==> src/rtl/riscv_pkg.sv <==
// Shared RV32I pipeline definitions: datapath width, canonical NOP, the default
// reset PC and the IF/ID pipeline register record.
package riscv_pkg;

    localparam int XLEN = 32;

    localparam logic [31:0]     NOP_INSTR        = 32'h0000_0013;
    localparam logic [XLEN-1:0] DEFAULT_RESET_PC = '0;

    typedef struct packed {
        logic            valid;
        logic [31:0]     instr;
        logic [XLEN-1:0] pc;
        logic [XLEN-1:0] pc_plus4;
    } if_id_t;

    // A bubble decodes as addi x0,x0,0 so decode never sees an illegal word.
    function automatic if_id_t if_id_bubble();
        if_id_t b;
        b.valid    = 1'b0;
        b.instr    = NOP_INSTR;
        b.pc       = '0;
        b.pc_plus4 = '0;
        return b;
    endfunction

endpackage

==> src/rtl/if_id_reg.sv <==
// IF/ID pipeline register: flush inserts a bubble, load captures a new entry,
// otherwise the entry holds. Reset also leaves a bubble.
module if_id_reg
    import riscv_pkg::*;
(
    input  logic   clk,
    input  logic   reset,
    input  logic   load,
    input  logic   flush,
    input  if_id_t entry_i,
    output if_id_t entry_o
);

    if_id_t entry_d;
    if_id_t entry_q;

    always_comb begin
        entry_d = entry_q;
        if (flush) begin
            entry_d = if_id_bubble();
        end else if (load) begin
            entry_d = entry_i;
        end
    end

    always_ff @(posedge clk) begin
        if (reset) begin
            entry_q <= if_id_bubble();
        end else begin
            entry_q <= entry_d;
        end
    end

    assign entry_o = entry_q;

endmodule

==> src/rtl/instruction_fetch_stage.sv <==
// IF stage: program counter with redirect > stall > advance priority feeding the
// IF/ID register. Define FETCH_PERF_CNT_EN to add fetch/stall performance counters.
module instruction_fetch_stage #(
    parameter int                  XLEN     = riscv_pkg::XLEN,
    parameter logic [XLEN-1:0]     RESET_PC = riscv_pkg::DEFAULT_RESET_PC
) (
    input  logic            clk,
    input  logic            reset,
    input  logic            stall_i,
    input  logic            redirect_i,
    input  logic [XLEN-1:0] redirect_target_i,
    output logic [XLEN-1:0] program_counter,
    input  logic [31:0]     instruction,
    output logic            if_id_valid_o,
    output logic [31:0]     if_id_instr_o,
    output logic [XLEN-1:0] if_id_pc_o,
    output logic [XLEN-1:0] if_id_pc_plus4_o,
    output logic            fetch_misalign_o
`ifdef FETCH_PERF_CNT_EN
    ,
    output logic [31:0]     fetch_count_o,
    output logic [31:0]     stall_count_o
`endif
);

    import riscv_pkg::if_id_t;

    logic [XLEN-1:0] pc_d;
    logic [XLEN-1:0] pc_q;
    logic [XLEN-1:0] pc_plus4;
    logic            misalign_d;
    logic            misalign_q;
    logic            advance;
    if_id_t          fetch_entry;
    if_id_t          if_id_entry;

    assign pc_plus4 = pc_q + {{(XLEN-3){1'b0}}, 3'd4};
    assign advance  = !redirect_i && !stall_i;

    always_comb begin
        pc_d       = pc_q;
        misalign_d = redirect_i && (redirect_target_i[1:0] != 2'b00);
        if (redirect_i) begin
            pc_d = {redirect_target_i[XLEN-1:2], 2'b00};
        end else if (!stall_i) begin
            pc_d = pc_plus4;
        end
    end

    always_ff @(posedge clk) begin
        if (reset) begin
            pc_q       <= RESET_PC;
            misalign_q <= 1'b0;
        end else begin
            pc_q       <= pc_d;
            misalign_q <= misalign_d;
        end
    end

    always_comb begin
        fetch_entry.valid    = 1'b1;
        fetch_entry.instr    = instruction;
        fetch_entry.pc       = pc_q;
        fetch_entry.pc_plus4 = pc_plus4;
    end

    if_id_reg u_if_id_reg (
        .clk     (clk),
        .reset   (reset),
        .load    (advance),
        .flush   (redirect_i),
        .entry_i (fetch_entry),
        .entry_o (if_id_entry)
    );

    assign program_counter  = pc_q;
    assign if_id_valid_o    = if_id_entry.valid;
    assign if_id_instr_o    = if_id_entry.instr;
    assign if_id_pc_o       = if_id_entry.pc;
    assign if_id_pc_plus4_o = if_id_entry.pc_plus4;
    assign fetch_misalign_o = misalign_q;

`ifdef FETCH_PERF_CNT_EN
    logic [31:0] fetch_cnt_d;
    logic [31:0] fetch_cnt_q;
    logic [31:0] stall_cnt_d;
    logic [31:0] stall_cnt_q;

    // Both counters stick at all-ones rather than wrapping.
    always_comb begin
        fetch_cnt_d = fetch_cnt_q;
        stall_cnt_d = stall_cnt_q;
        if (advance && (fetch_cnt_q != 32'hFFFF_FFFF)) begin
            fetch_cnt_d = fetch_cnt_q + 32'd1;
        end
        if (stall_i && !redirect_i && (stall_cnt_q != 32'hFFFF_FFFF)) begin
            stall_cnt_d = stall_cnt_q + 32'd1;
        end
    end

    always_ff @(posedge clk) begin
        if (reset) begin
            fetch_cnt_q <= '0;
            stall_cnt_q <= '0;
        end else begin
            fetch_cnt_q <= fetch_cnt_d;
            stall_cnt_q <= stall_cnt_d;
        end
    end

    assign fetch_count_o = fetch_cnt_q;
    assign stall_count_o = stall_cnt_q;
`endif

endmodule

==> config.mk <==
export PLATFORM = sky130hd
export DESIGN_NAME = instruction_fetch_stage
export DESIGN_NICKNAME = d
export VERILOG_FILES = /design/src/rtl/riscv_pkg.sv /design/src/rtl/if_id_reg.sv /design/src/rtl/instruction_fetch_stage.sv
export SDC_FILE = /design/constraint.sdc
export NUM_CORES = 1
export LEC_CHECK = 0
export ABC_AREA = 1
export CORE_ASPECT_RATIO = 1.25
export CORE_UTILIZATION = 38
export DETAILED_ROUTE_END_ITERATION = 6
export PLACE_DENSITY = 0.76
export SYNTH_ARGS = -nofsm -noshare
export SYNTH_HDL_FRONTEND = slang
export SYNTH_HIERARCHICAL = 1
export SYNTH_SLANG_ARGS = --single-unit
==> constraint.sdc <==
create_clock -name clk -period 1.6 [get_ports clk]
set_input_delay 0.32 -clock clk [delete_from_list [all_inputs] [get_ports clk]]
set_output_delay 0.32 -clock clk [all_outputs]
set_load 0.01 [all_outputs]
==> out/qor.txt <==
Post-DP Area = 8837 sq um
Layout Utilization = 60.29%
total number of vias = 6395
Max Freq = 0.6467 GHz
mean cell area of the mapped netlist = 6.349 sq um
count leader, synth = nand2_1
number of synthesized flops with an enable pin = 0
antenna violations before repair = 0
register area share after synthesis = 41.48%
RSZ-0062 raised after global routing = true
static leakage = 0.004540 uW
row cnt = 51
Max Cap Viol = 0
Yosys cell types = 28
maximum vdd ir drop = 0.5102 mV
crit path time final = 1.546 ns
number of DRC markers in iteration 0 = 281
ys flop type = dfxtp_1
antenna cells = 0
fill count = 1516
crit-path max FO = 5
r2r endpoint = u_if_id_reg/entry_o[22]$_SDFFE_PP0P_
Wirelength per Cell = 12.45 um
Clk Tree Root Cell = clkbuf_16
Post-Route WL = 18020 um
Setup TNS = 0 ns
Mapped Area = 6177 sq um
crit path kind = reg2reg
port bufs = 195
outcome = completed
worst-skew pair later-pin latency = 0.41 ns
CP most frequent cell = nand2_1
DR DRC count = 0
Worst Path Arrival = 1.85 ns
crit-path cells = ha_2 > nand2_1 > nor2_4 > nand2_2 > nor2_4 > nand3_1 > and2_1 > inv_1 > nand2_1 > nand2_1 > nor2_1
Synth Warn # = 6
core area = 15760 sq um
die height = 144.5 um
r2r setup slk = 0.05 ns
antenna-violating nets left = 0
H-tree depth = 4
TritonCTS Buffers = 17
Pwr Density = 911.5 nW/um^2
GR Overflow Total = 0
max-slew violations = 0
synthesized instance count = 973
initial core utilization = 39.19%
clk_skew = 0.01093 ns
Fin. Hold Viols = 0
Nets = 1291
dominant cells by area after synthesis = dfxtp_1 41%, nand2_1 20%, nor2_1 13%
overall power = 8662 uW
Crit. End Element = flip-flop
hold_sp = u_if_id_reg/entry_o[66]$_SDFFE_PP0P_
final hold slack = 0.4631 ns
global-route wire length before repair = 28130 um
Ports = 198
CP Launch Type = flip-flop
post-synth top area share = 41.48%
crit share post-route = 96.64%
clock sinks = 128
Finish-stage setup viols = 0
ratio of cells with drive above 1 in the final layout = 14.49%
CTS tree = built
hold-fix buffers at CTS = 0
die area = 16770 sq um
Worst Path Required = 1.91 ns
Hold Path End = u_if_id_reg/entry_o[66]$_SDFFE_PP0P_
clock-pin slew on the worst setup and hold paths = 0.06 ns
Post-synth ARST share = 0%
r2r worst-path depth = 11
worst hold path type = reg2reg
worst r2r src = program_counter[2]$_SDFFE_PP0P_
RePlAce Congestion = 0.8490
CP max stage cell = dfxtp_2
HPWL Detailed = 13360 um
CP Buf/Inv Count = 1
crit-path max cell delay = 0.34 ns
leading area contributor after synthesis = dfxtp_1
vias per cell = 4.419
DR pass1 iterations = 4
worst hold stages = 2
largest net degree at the start of global routing = 48
number of global-route vias before repair = 5911
flops & latches, synth = 128
Post-Layout Inst Area = 9503 sq um
CP top delay family = simple AND/OR/NAND/NOR gates
commonest cells in the netlist = 327 x nand2_1, 219 x nor2_1, 140 x inv_1, 128 x dfxtp_1, 29 x buf_2
die width = 116.0 um
gr usage total = 21.81%
CTS max path bufs = 2
Layout area overhead = 53.84%
==> cells in the final DEF, fill, tap and decap left out, types with 2 or more instances in the layout <==
master	n
a21oi_1	21
a22o_1	7
a31o_2	2
a31oi_1	7
and2_1	3
buf_12	12
buf_4	58
buf_6	4
bufinv_16	3
clkbuf_1	2
clkbuf_16	17
clkbuf_8	4
clkdlybuf4s15_1	3
clkdlybuf4s50_1	67
clkinv_2	2
clkinvlp_4	4
conb_1	7
dfxtp_1	107
dfxtp_2	21
dlygate4sd2_1	123
dlymetal6s2s_1	2
inv_1	137
inv_2	3
nand2_1	320
nand2_2	13
nand3_1	16
nand3_2	2
nor2_1	210
nor2_2	7
nor2_4	13
o21ai_0	14
xnor2_1	4
xor2_1	2
xor2_2	9
==> worst register-to-register path, delay by kind of cell (launching register included) <==
kind,cells,cell delay [ns]
and+or+nand+nor,9,0.89
DFF,1,0.34
adders and majority gates,1,0.17
buffers and inverters,1,0.05
==> worst max-delay path by stage <==
stage                                    startpoint                              endpoint  slack [ns]  cells after the start
2_1_floorplan       program_counter[3]$_SDFFE_PP0P_  u_if_id_reg/entry_o[22]$_SDFFE_PP0P_        0.05                     11
3_3_place_gp                             redirect_i  u_if_id_reg/entry_o[74]$_SDFFE_PP0P_        -0.1                      6
3_5_place_dp                             redirect_i  u_if_id_reg/entry_o[74]$_SDFFE_PP0P_       -0.14                      6
4_1_cts        u_if_id_reg/entry_o[69]$_SDFFE_PP0P_                      if_id_instr_o[5]       0.003                      1
5_1_grt             program_counter[2]$_SDFFE_PP0P_  u_if_id_reg/entry_o[22]$_SDFFE_PP0P_       -0.08                     11
6_report            program_counter[2]$_SDFFE_PP0P_  u_if_id_reg/entry_o[22]$_SDFFE_PP0P_        0.05                     11
==> through the flow <==
step	setup WS [ns]	instances
after floorplan	0.04983	978
after global placement	-0.09849	1408
after detailed placement	-0.1392	1408
after CTS	0.003227	1441
after global routing	-0.07916	1447
final	0.05377	1447
==> logic make-up (layout without fill, tap and decap cells) <==
group	count (synthesis)	count (layout)	synth area share, %
AND/OR/NAND/NOR	589	589	37.94
flip-flops	128	128	41.48
adder cells (fa/ha/maj)	1	1	0.2025
AO/OA/AOI/OAI	52	52	4.902
XOR/XNOR	15	15	2.856
other	2	7	0.1216
buffers and inverters	186	443	12.50
==> layout make-up <==
type / instances / area, sq um / share of cell area (%)
tap: 212 / 265.3 / 2.791
multi-input combinational: 664 / 2972 / 31.27
timing repair buffer: 269 / 2524 / 26.56
clock inverter: 9 / 130.1 / 1.369
inverter: 142 / 535.5 / 5.635
clock buffer: 23 / 488.0 / 5.135
sequential: 128 / 2589 / 27.24
==> per-layer routing <==
layer | track usage (%) | wire length (um) | vias up
met4 | 8.570 | 331 | 0
met1 | 24.92 | 7603 | 2844
li1 | - | - | 3331
met3 | 4.526 | 1103 | 21
met2 | 39.29 | 8979 | 199
met5 | 0 | 0 | -
==> what timing repair did <==
item                                    CTS  global route
pin swaps                                 4            17
endpoints found under the setup margin  135            29
gates resized for setup                 148            38
setup buffers                             1             6
==> flip-flops by register name, summed over array words and instances (netlist names) <==
register / flops
fetch_misalign_o: 1
program_counter: 30
u_if_id_reg/entry_o: 97
==> power breakdown <==
group          switching (uW)  total, uW  internal, uW
sequential               94.6       3420          3320
combinational             619       1230           606
clock                    1410       4020          2610
(Power assumes the default switching activity.)
